## src/rtl/main_control_fsm_pkg.sv

```systemverilog
// -----------------------------------------------------------------------------
// cpu16_pkg -- shared definitions for the 16-bit CPU control path.
//   Opcode constants, ALU-control class encodings (alu_op), PC source
//   encodings (pc_src), instruction class enum and the main control state
//   enum.  Also used by alu_control.
//   Optional build macro: CTRL_ILLEGAL_TRAP_EN adds the ST_TRAP state.
// -----------------------------------------------------------------------------
package cpu16_pkg;

    localparam logic [3:0] OP_LW  = 4'b0000;
    localparam logic [3:0] OP_SW  = 4'b0001;
    localparam logic [3:0] OP_ADD = 4'b0010;
    localparam logic [3:0] OP_SUB = 4'b0011;
    localparam logic [3:0] OP_INV = 4'b0100;
    localparam logic [3:0] OP_LSL = 4'b0101;
    localparam logic [3:0] OP_LSR = 4'b0110;
    localparam logic [3:0] OP_AND = 4'b0111;
    localparam logic [3:0] OP_OR  = 4'b1000;
    localparam logic [3:0] OP_SLT = 4'b1001;
    localparam logic [3:0] OP_BEQ = 4'b1011;
    localparam logic [3:0] OP_BNE = 4'b1100;
    localparam logic [3:0] OP_JMP = 4'b1101;

    localparam logic [1:0] ALU_OP_DP   = 2'b00;
    localparam logic [1:0] ALU_OP_CMP  = 2'b01;
    localparam logic [1:0] ALU_OP_ADDR = 2'b10;

    localparam logic [1:0] PC_SRC_INC  = 2'b00;
    localparam logic [1:0] PC_SRC_BR   = 2'b01;
    localparam logic [1:0] PC_SRC_JMP  = 2'b10;

    typedef enum logic [2:0] {
        CLS_DP      = 3'd0,
        CLS_MEMOP   = 3'd1,
        CLS_BRANCH  = 3'd2,
        CLS_JUMP    = 3'd3,
        CLS_ILLEGAL = 3'd4
    } instr_class_e;

    typedef enum logic [2:0] {
        ST_IDLE   = 3'd0,
        ST_FETCH  = 3'd1,
        ST_DECODE = 3'd2,
        ST_EXEC   = 3'd3,
        ST_MEM    = 3'd4,
        ST_WB     = 3'd5
`ifdef CTRL_ILLEGAL_TRAP_EN
        ,
        ST_TRAP   = 3'd6
`endif
    } state_e;

    // Conditional branch resolution: BEQ on zero, BNE on non-zero.
    function automatic logic branch_taken(input logic [3:0] op, input logic zero);
        return ((op == OP_BEQ) && zero) || ((op == OP_BNE) && !zero);
    endfunction

endpackage

```

## src/rtl/main_control_fsm_if.sv

```systemverilog
// -----------------------------------------------------------------------------
// main_control_fsm_if -- bundle between the main controller and the datapath.
//   instr, mem_ready, alu_zero : datapath/memory -> controller
//   alu_op, opcode             : ALU-control class and latched opcode
//   ir_write, pc_write, mem_read, mem_write, reg_write, mem_to_reg, iord
//                              : datapath strobes
//   pc_src                     : PC source select
//   trap                       : illegal-opcode indicator
//   Modports: master = controller, slave = datapath.
// -----------------------------------------------------------------------------
interface main_control_fsm_if #(
    parameter int INSTR_W = 16
);
    logic [INSTR_W-1:0] instr;
    logic               mem_ready;
    logic               alu_zero;
    logic [1:0]         alu_op;
    logic [3:0]         opcode;
    logic               ir_write;
    logic               pc_write;
    logic               mem_read;
    logic               mem_write;
    logic               reg_write;
    logic               mem_to_reg;
    logic               iord;
    logic [1:0]         pc_src;
    logic               trap;

    modport master (
        input  instr, mem_ready, alu_zero,
        output alu_op, opcode, ir_write, pc_write, mem_read, mem_write,
               reg_write, mem_to_reg, iord, pc_src, trap
    );

    modport slave (
        output instr, mem_ready, alu_zero,
        input  alu_op, opcode, ir_write, pc_write, mem_read, mem_write,
               reg_write, mem_to_reg, iord, pc_src, trap
    );
endinterface

```

## src/rtl/main_control_fsm_decode.sv

```systemverilog
// -----------------------------------------------------------------------------
// instr_class_decode -- combinational opcode classifier.
//   opcode      : 4-bit latched opcode
//   instr_class : DP, MEMOP, BRANCH, JUMP or ILLEGAL
// -----------------------------------------------------------------------------
module instr_class_decode
    import cpu16_pkg::*;
(
    input  logic [3:0]   opcode,
    output instr_class_e instr_class
);

    // Map each opcode to its execution class; unlisted opcodes are illegal.
    always_comb begin
        instr_class = CLS_ILLEGAL;
        case (opcode)
            OP_LW, OP_SW:                      instr_class = CLS_MEMOP;
            OP_ADD, OP_SUB, OP_INV, OP_LSL,
            OP_LSR, OP_AND, OP_OR, OP_SLT:     instr_class = CLS_DP;
            OP_BEQ, OP_BNE:                    instr_class = CLS_BRANCH;
            OP_JMP:                            instr_class = CLS_JUMP;
            default:                           instr_class = CLS_ILLEGAL;
        endcase
    end

endmodule

```

## src/rtl/main_control_fsm.sv

```systemverilog
// -----------------------------------------------------------------------------
// main_control_fsm -- multi-cycle CPU main control state machine.
//   clk : clock, all state changes on rising edge
//   rst : synchronous active-high reset (state IDLE, opcode 0000)
//   bus : main_control_fsm_if.master (instruction/memory handshake in,
//         datapath strobes out)
//   Optional build macro CTRL_ILLEGAL_TRAP_EN: illegal opcodes enter a TRAP
//   state that holds trap=1 until reset; otherwise they execute as no-ops
//   and trap is tied 0.
// -----------------------------------------------------------------------------
module main_control_fsm
    import cpu16_pkg::*;
#(
    parameter int INSTR_W = 16
) (
    input  logic                clk,
    input  logic                rst,
    main_control_fsm_if.master  bus
);

    state_e       state_r;
    state_e       state_s;
    logic [3:0]   opcode_r;
    logic         capture_s;
    instr_class_e class_s;

    logic [1:0]   alu_op_s;
    logic         ir_write_s;
    logic         pc_write_s;
    logic         mem_read_s;
    logic         mem_write_s;
    logic         reg_write_s;
    logic         mem_to_reg_s;
    logic         iord_s;
    logic [1:0]   pc_src_s;
`ifdef CTRL_ILLEGAL_TRAP_EN
    logic         trap_s;
`endif

    instr_class_decode u_decode (
        .opcode      (opcode_r),
        .instr_class (class_s)
    );

    // State and latched-opcode registers; reset wins over every transition.
    always_ff @(posedge clk) begin
        if (rst) begin
            state_r  <= ST_IDLE;
            opcode_r <= 4'b0000;
        end else begin
            state_r <= state_s;
            if (capture_s) begin
                opcode_r <= bus.instr[INSTR_W-1 -: 4];
            end else begin
                opcode_r <= opcode_r;
            end
        end
    end

    // Next-state and strobe decode from current state and latched opcode.
    always_comb begin
        state_s      = state_r;
        capture_s    = 1'b0;
        alu_op_s     = ALU_OP_DP;
        ir_write_s   = 1'b0;
        pc_write_s   = 1'b0;
        mem_read_s   = 1'b0;
        mem_write_s  = 1'b0;
        reg_write_s  = 1'b0;
        mem_to_reg_s = 1'b0;
        iord_s       = 1'b0;
        pc_src_s     = PC_SRC_INC;
`ifdef CTRL_ILLEGAL_TRAP_EN
        trap_s       = 1'b0;
`endif
        case (state_r)
            ST_IDLE: begin
                state_s = ST_FETCH;
            end
            ST_FETCH: begin
                mem_read_s = 1'b1;
                // IR load and PC+2 happen on the cycle the read completes.
                if (bus.mem_ready) begin
                    ir_write_s = 1'b1;
                    pc_write_s = 1'b1;
                    capture_s  = 1'b1;
                    state_s    = ST_DECODE;
                end else begin
                    state_s    = ST_FETCH;
                end
            end
            ST_DECODE: begin
`ifdef CTRL_ILLEGAL_TRAP_EN
                if (class_s == CLS_ILLEGAL) begin
                    state_s = ST_TRAP;
                end else begin
                    state_s = ST_EXEC;
                end
`else
                state_s = ST_EXEC;
`endif
            end
            ST_EXEC: begin
                case (class_s)
                    CLS_DP: begin
                        state_s = ST_WB;
                    end
                    CLS_MEMOP: begin
                        alu_op_s = ALU_OP_ADDR;
                        state_s  = ST_MEM;
                    end
                    CLS_BRANCH: begin
                        alu_op_s = ALU_OP_CMP;
                        if (branch_taken(opcode_r, bus.alu_zero)) begin
                            pc_write_s = 1'b1;
                            pc_src_s   = PC_SRC_BR;
                        end else begin
                            pc_write_s = 1'b0;
                        end
                        state_s = ST_FETCH;
                    end
                    CLS_JUMP: begin
                        pc_write_s = 1'b1;
                        pc_src_s   = PC_SRC_JMP;
                        state_s    = ST_FETCH;
                    end
                    // Illegal opcodes fall through as a no-op.
                    default: begin
                        state_s = ST_FETCH;
                    end
                endcase
            end
            ST_MEM: begin
                iord_s   = 1'b1;
                alu_op_s = ALU_OP_ADDR;
                if (opcode_r == OP_SW) begin
                    mem_write_s = 1'b1;
                end else begin
                    mem_read_s  = 1'b1;
                end
                if (!bus.mem_ready) begin
                    state_s = ST_MEM;
                end else if (opcode_r == OP_SW) begin
                    state_s = ST_FETCH;
                end else begin
                    state_s = ST_WB;
                end
            end
            ST_WB: begin
                reg_write_s  = 1'b1;
                mem_to_reg_s = (opcode_r == OP_LW);
                state_s      = ST_FETCH;
            end
`ifdef CTRL_ILLEGAL_TRAP_EN
            ST_TRAP: begin
                trap_s  = 1'b1;
                state_s = ST_TRAP;
            end
`endif
            default: begin
                state_s = ST_IDLE;
            end
        endcase
    end

    assign bus.alu_op     = alu_op_s;
    assign bus.opcode     = opcode_r;
    assign bus.ir_write   = ir_write_s;
    assign bus.pc_write   = pc_write_s;
    assign bus.mem_read   = mem_read_s;
    assign bus.mem_write  = mem_write_s;
    assign bus.reg_write  = reg_write_s;
    assign bus.mem_to_reg = mem_to_reg_s;
    assign bus.iord       = iord_s;
    assign bus.pc_src     = pc_src_s;
`ifdef CTRL_ILLEGAL_TRAP_EN
    assign bus.trap       = trap_s;
`else
    assign bus.trap       = 1'b0;
`endif

endmodule

```

## src/flat_wrapper.sv

```systemverilog
// flat-port wrapper written by rule: the top's interface ports become plain ports
module main_control_fsm_flat import cpu16_pkg::*;
#(
    parameter int INSTR_W = 16
)
  (clk, rst, bus_instr, bus_mem_ready, bus_alu_zero, bus_alu_op, bus_opcode, bus_ir_write, bus_pc_write, bus_mem_read, bus_mem_write, bus_reg_write, bus_mem_to_reg, bus_iord, bus_pc_src, bus_trap);
  main_control_fsm_if #(.INSTR_W(INSTR_W)) bus_i ();
  input  logic clk;
  input  logic rst;
  input wire logic [$bits(bus_i.instr)-1:0] bus_instr;
  input wire logic [$bits(bus_i.mem_ready)-1:0] bus_mem_ready;
  input wire logic [$bits(bus_i.alu_zero)-1:0] bus_alu_zero;
  output wire logic [$bits(bus_i.alu_op)-1:0] bus_alu_op;
  output wire logic [$bits(bus_i.opcode)-1:0] bus_opcode;
  output wire logic [$bits(bus_i.ir_write)-1:0] bus_ir_write;
  output wire logic [$bits(bus_i.pc_write)-1:0] bus_pc_write;
  output wire logic [$bits(bus_i.mem_read)-1:0] bus_mem_read;
  output wire logic [$bits(bus_i.mem_write)-1:0] bus_mem_write;
  output wire logic [$bits(bus_i.reg_write)-1:0] bus_reg_write;
  output wire logic [$bits(bus_i.mem_to_reg)-1:0] bus_mem_to_reg;
  output wire logic [$bits(bus_i.iord)-1:0] bus_iord;
  output wire logic [$bits(bus_i.pc_src)-1:0] bus_pc_src;
  output wire logic [$bits(bus_i.trap)-1:0] bus_trap;
  assign bus_i.instr = bus_instr;
  assign bus_i.mem_ready = bus_mem_ready;
  assign bus_i.alu_zero = bus_alu_zero;
  assign bus_alu_op = bus_i.alu_op;
  assign bus_opcode = bus_i.opcode;
  assign bus_ir_write = bus_i.ir_write;
  assign bus_pc_write = bus_i.pc_write;
  assign bus_mem_read = bus_i.mem_read;
  assign bus_mem_write = bus_i.mem_write;
  assign bus_reg_write = bus_i.reg_write;
  assign bus_mem_to_reg = bus_i.mem_to_reg;
  assign bus_iord = bus_i.iord;
  assign bus_pc_src = bus_i.pc_src;
  assign bus_trap = bus_i.trap;
  main_control_fsm #(.INSTR_W(INSTR_W)) u_core (.clk(clk), .rst(rst), .bus(bus_i));
endmodule
```

## config.mk

```make
export PLATFORM = sky130hd
export DESIGN_NAME = main_control_fsm_flat
export DESIGN_NICKNAME = d
export VERILOG_FILES = /design/src/rtl/main_control_fsm_pkg.sv /design/src/rtl/main_control_fsm_if.sv /design/src/rtl/main_control_fsm_decode.sv /design/src/rtl/main_control_fsm.sv /design/src/flat_wrapper.sv
export SDC_FILE = /design/constraint.sdc
export NUM_CORES = 1
export LEC_CHECK = 0
export CORE_MARGIN = 1.5
export CORE_UTILIZATION = 36
export CTS_CLUSTER_DIAMETER = 60
export CTS_CLUSTER_SIZE = 40
export DETAILED_ROUTE_END_ITERATION = 10
export HOLD_SLACK_MARGIN = 0.15
export PLACE_DENSITY = 0.88
export SLEW_MARGIN = 40
export SYNTH_ARGS = -nofsm -noshare
export SYNTH_HDL_FRONTEND = slang
export SYNTH_HIERARCHICAL = 1
export SYNTH_SLANG_ARGS = --single-unit
```

## constraint.sdc

```tcl
create_clock -name clk -period 4.15 [get_ports clk]
set_input_delay 1.245 -clock clk [delete_from_list [all_inputs] [get_ports clk]]
set_output_delay 1.245 -clock clk [all_outputs]
set_load 0.01 [all_outputs]
```

Word level (Yosys, flattened, before mapping):

Memories as Yosys holds them, arrays and structs flattened. A register that Yosys moved wholly into a read port is not among the register bits.
Cells that the tools add are included.

* eq/ne operators: 11
* mux-type cells: 24
* reductions and logical operators: 8

Operators by type and width (count)
* case mux 3 bit (5 select lines): 1
* == test 3 x 2 -> 1 bit, second input constant: 4
* case mux 2 bit (2 select lines): 3
* two-way mux 1 bit: 10
* == test 4 bit, second input constant: 2
* two-way mux 4 bit: 2
* == test 3 x 1 -> 1 bit, second input constant: 2
* == test 3 bit, second input constant: 2
* zero test 3 bit: 2
* two-way mux 3 bit: 2
* case mux 1 bit (2 select lines): 3
* case mux 3 bit (2 select lines): 1
* == test 4 x 1 -> 1 bit, second input constant: 1
* zero test 4 bit: 1
* two-way mux 2 bit: 2
* logical AND 1 bit: 2
* OR reduction 2 bit: 1
* zero test 1 bit: 1
* logical OR 1 bit: 1

* register bits: 7
* bits in read-only memories: 48
* input port bits: 20
* output and inout port bits: 16
* memories kept: 1

Memory list
* (no name shown): words 16, width 3, read ports 1, clocked after memory_dff 1, write ports 0, line main_control_fsm_decode.sv:16 `case (opcode)`

Longest topological paths before layout:

Gate-level depths: netlist of run 1.

* word-level depth: 6
* mapped depth: 5

Cells and area by module:

Netlist of run 1, hierarchy kept.

By module, submodules not included
* main_control_fsm: times used 1, cells an instance 54, area each 478.0 µm²
* instr_class_decode: times used 1, cells an instance 9, area each 52.6 µm²

Least setup slack after synthesis of run 1:

No wires, ideal clock.

* kind: input port to output port
* start point: input port bus_alu_zero
* end point: output port bus_pc_src[0]
* arrival time: 1913 ps
* data required time: 2905 ps
* path slack: 992 ps
* cell stages on the path: 3
* path buffers: 0
* path through: nor4b_1 o21ai_0 nor3_1

* longest elaborated chain between the ends: 6

Ends and longest elaborated chain
* start: declaration: line flat_wrapper.sv:12 `input wire logic [$bits(bus_i.alu_zero)-1:0] bus_alu_zero;`
* zero test 1 bit: line main_control_fsm_pkg.sv:55 `return ((op == OP_BEQ) && zero) || ((op == OP_BNE) && !zero);`
* logical AND 1 bit: line main_control_fsm_pkg.sv:55
* logical OR 1 bit (*): line main_control_fsm_pkg.sv:55
* two-way mux 1 bit (*): line main_control_fsm.sv:114 `if (branch_taken(opcode_r, bus.alu_zero)) begin`
* case mux 2 bit (2 select lines) (*): line main_control_fsm.sv:104 `case (class_s)`
* two-way mux 2 bit (*): line main_control_fsm.sv:76 `case (state_r)`
* end: declaration: line flat_wrapper.sv:22 `output wire logic [$bits(bus_i.pc_src)-1:0] bus_pc_src;`

Mark *: on every way between the ends. The rest lies on a longest branch, timed or not.

Worst setup path in the final report of run 1:

Same ends and word-level chain as after synthesis.

==> flow_metrics.env, run 1 <==
export IMPL_outcome="complete, no violations"
export IMPL_mean_instance_size_in_the_synthesized_netlist_um2=8.421
export IMPL_cp_data_required_time_ns=2.90
export IMPL_io_pins=36
export IMPL_power_frac_seq_pct=39.2
export IMPL_netlist_instances=63
export IMPL_dr_wl_met3_um=52
export IMPL_wl_met2_um=610
export IMPL_drtIter0Drc=6
export IMPL_floorplan_core_area_um2=1334
export IMPL_maximum_number_of_pins_on_one_net_before_global_route_repair=12
export IMPL_die_area_um2=1713
export IMPL_yosysUniqueCellTypes=34
export IMPL_drt_pre_antenna_iters=4
export IMPL_clock_slew_at_the_register_clock_pins_of_the_worst_setup_and_hold_paths_ns=0.05
export IMPL_synth_sequential_area_ratio_pct=26.42
export IMPL_power_share_switching_pct=32.75
export IMPL_cts_root_buf="sky130_fd_sc_hd__clkbuf_4"
export IMPL_endpoints_failing_setup=0
export IMPL_antenna_violations_before_repair=0
export IMPL_cts_hold_buffers_added=0
export IMPL_report_final_hold_viol_count=0
export IMPL_starting_utilization_of_the_core_area_pct=39.77
export IMPL_timing_final_crit_share_pct=96.41
export IMPL_ant_nets=0
export IMPL_synthDominantCellAreaShare_pct=26.42
export IMPL_drv_max_cap_violation_count=0
export IMPL_critical_path_startpoint="bus_alu_zero"
export IMPL_skew_ns=0.004166
export IMPL_dp_cells=98
export IMPL_routedWlPerCell_um=11.75
export IMPL_drc=0
export IMPL_power_frac_comb_pct=35.4
export IMPL_path_max_fanout=2
export IMPL_min_delay_path_class="flip-flop to flip-flop"
export IMPL_crit_reg2reg_launch="u_core/bus.opcode[3]"
export IMPL_hold_path_startpoint="u_core/state_r[2]"
export IMPL_setup_worst_path_start_class="input port"
export IMPL_die_y_um=41.39
export IMPL_power_internal_w=0.0001616
export IMPL_grt_first_pass_wirelength_mm=1.787
export IMPL_critical_path_max_stage_delay_ns=0.56
export IMPL_crit_path_top_delay_cell="sky130_fd_sc_hd__clkdlybuf4s50_1"
export IMPL_numPortBuffers=22
export IMPL_layout_nets=108
export IMPL_clock_tree_htree_level_count=1
export IMPL_wp_buf_inv=2
export IMPL_totalPowerFinal_w=0.0002403
export IMPL_timing_critical_path_mode_cell="sky130_fd_sc_hd__clkdlybuf4s50_1"
export IMPL_fmax_mhz=249.9
export IMPL_syn_area_um2=530.5
export IMPL_ys_ff_latch=7
export IMPL_topRoutingLayerUsed="met3"
export IMPL_criticalPathCategory="input port to output port"
export IMPL_finalCriticalPeriod_ns=4.001
export IMPL_totalNegativeSetupSlack_ns=0
export IMPL_postSynth_asyncResetShare_pct=0
export IMPL_postSynthNetCount=83
export IMPL_unrepaired_setup_endpoints_after_global_routing="no"
export IMPL_cts_inserted_buffers=3
export IMPL_synth_top_cell_by_area="sky130_fd_sc_hd__dfxtp_1"
export IMPL_detail_route_wirelength_met1_um=536
export IMPL_yosys_top_cells_area="sky130_fd_sc_hd__dfxtp_1 26%, sky130_fd_sc_hd__mux2i_1 9.4%, sky130_fd_sc_hd__nor2_1 5.0%"
export IMPL_share_of_layout_cells_above_drive_strength_1_pct=10.34
export IMPL_dp_hpwl_um=892
export IMPL_postRouteWirelength_mm=1.199
export IMPL_cts_sinks=7
export IMPL_groute_usage_overall_pct=15.84
export IMPL_critical_path_endpoint_type="output port"
export IMPL_fp_row_count=13
export IMPL_place_gp_congestion=0.7396
export IMPL_cpLargestDelayFamily="buffers and inverters"
export IMPL_vias_per_cell=5.294
export IMPL_dominantRegCellSynth="sky130_fd_sc_hd__dfxtp_1"
export IMPL_clock_insertion_delay_worst_skew_ns=0.25
export IMPL_cts_max_path_buffers=2
export IMPL_instances_no_fill=102
export IMPL_n_antenna_cell=0
export IMPL_yosysWarnings=6
export IMPL_power_density_nw_per_um2=305.8
export IMPL_first_global_vias=424
export IMPL_max_vdd_ir_drop_uv=188.1
export IMPL_clock_power_share_pct=25.4
export IMPL_synthTopCellsByCount="7 x sky130_fd_sc_hd__dfxtp_1, 7 x sky130_fd_sc_hd__nor2_1, 5 x sky130_fd_sc_hd__mux2i_1"
export IMPL_net_switching_power_w=0.00007869
export IMPL_area_growth_pct=48.11
export IMPL_cts_post_setup_buffers_inserted=0
export IMPL_total_congestion_overflow=0
export IMPL_die_width_um=41.39
export IMPL_synth_enable_flop_cells=0
export IMPL_crit_chain="clkdlybuf4s50_1, nor4b_2, o21ai_0, nor3_1, clkdlybuf4s50_1"
export IMPL_timing_max_transition_violations_final=0
export IMPL_timing_critical_path_arrival_ns=2.76
export IMPL_leakage_nw=0.2930
export IMPL_clock_tree_from_tritoncts="yes"
export IMPL_via_count=540
## flip-flops by register name, summed over array words and instances (netlist names)
| name | cells |
|---|---|
| u_core/bus.opcode | 4 |
| u_core/state_r | 3 |
## per-stage QoR
step	hold WS (ns)	utilization, %	instance area [µm²]	setup slack, ns
after global routing	0.6892	58.91	785.8	0.01085
after CTS	0.6353	58.44	779.5	0.03936
after global placement	0.6062	56.47	753.2	0.07017
final	0.6395	58.91	785.8	0.1489
after floorplan	0.5523	-	530.5	0.9920
after detailed placement	0.6281	56.47	753.2	0.04690
## repair_timing
action,in CTS,in global routing
resized for setup,0,1
hold endpoints to repair,0,0
setup endpoints to repair,0,2
## path summary, 6_finish.rpt
path | end | slack (ns) | cells past startpoint
worst max-delay path | bus_pc_src[0] | 0.15 | 5
worst min-delay path | u_core/state_r[1] | 0.64 | 1
worst max register to register | u_core/state_r[0] | 2.52 | 5
worst min register to register | u_core/state_r[1] | 0.64 | 1
## per-layer routing
metal	track usage, %	vias to the layer above
li1	-	280
met1	20.26	247
met2	26.56	13
met3	3.191	0
met4	4.839	0
met5	0	-
## cell usage in the layout, fill, tap and decap left out, drive strengths merged
cell and instances:
and2 1, a21oi 5, or2 1, buf 1, clkdlybuf4s50 22, nand2b 2
nor4bb 1, a31oi 1, dfxtp 7, nor2 7, mux2i 5, nor4b 2
nor2b 2, nor3b 1, conb 1, and3 1, nand3 1, nand2 4
and4bb 2, o21bai 1, o32a 1, nor4 1, o21ai 2, or4b 1
inv 3, nor3 2, nand3b 2, nand4b 1, o2111ai 1, and4b 1
clkbuf 4
## area by class of cell
class	instances	area, µm²
Timing Repair Buffer	23	227.7
Tap cell	15	18.77
Clock buffer	4	26.28
Inverter	3	11.26
Sequential cell	7	140.1
Fill cell	123	548.0
Multi-Input combinational cell	50	361.6
## power groups by stage
stage / registers, W / logic (W) / clock network, W
2_1_floorplan: 0.0000910 / 0.0000515 / 0
3_3_place_gp: 0.0000937 / 0.0000824 / 0
3_5_place_dp: 0.0000944 / 0.0000851 / 0
4_1_cts: 0.0000932 / 0.0000855 / 0.0000646
5_1_grt: 0.0000959 / 0.0000918 / 0.0000678
6_report: 0.0000941 / 0.0000852 / 0.0000610
## cell families (layout without fill, tap and decap cells)
family | Yosys count | after routing | synth area share (%)
simple gates | 33 | 33 | 43.40
compound gates | 11 | 11 | 13.44
flops | 7 | 7 | 26.41
buf+inv | 6 | 30 | 6.603
mux | 5 | 5 | 9.434
other cells | 1 | 1 | 0.7069
No activity file was read; power rests on OpenSTA's default activity.
==> run 2, diff against run 1 <==
--- a/config.mk
+++ b/config.mk
@@ -12,6 +12,7 @@
 export DETAILED_ROUTE_END_ITERATION = 10
 export HOLD_SLACK_MARGIN = 0.15
 export PLACE_DENSITY = 0.88
+export SKIP_LAST_GASP = 1
 export SLEW_MARGIN = 40
 export SYNTH_ARGS = -nofsm -noshare
 export SYNTH_HDL_FRONTEND = slang
==> results of run 2 <==
No change in the layout: final DEF, timing and power equal those of run 1.
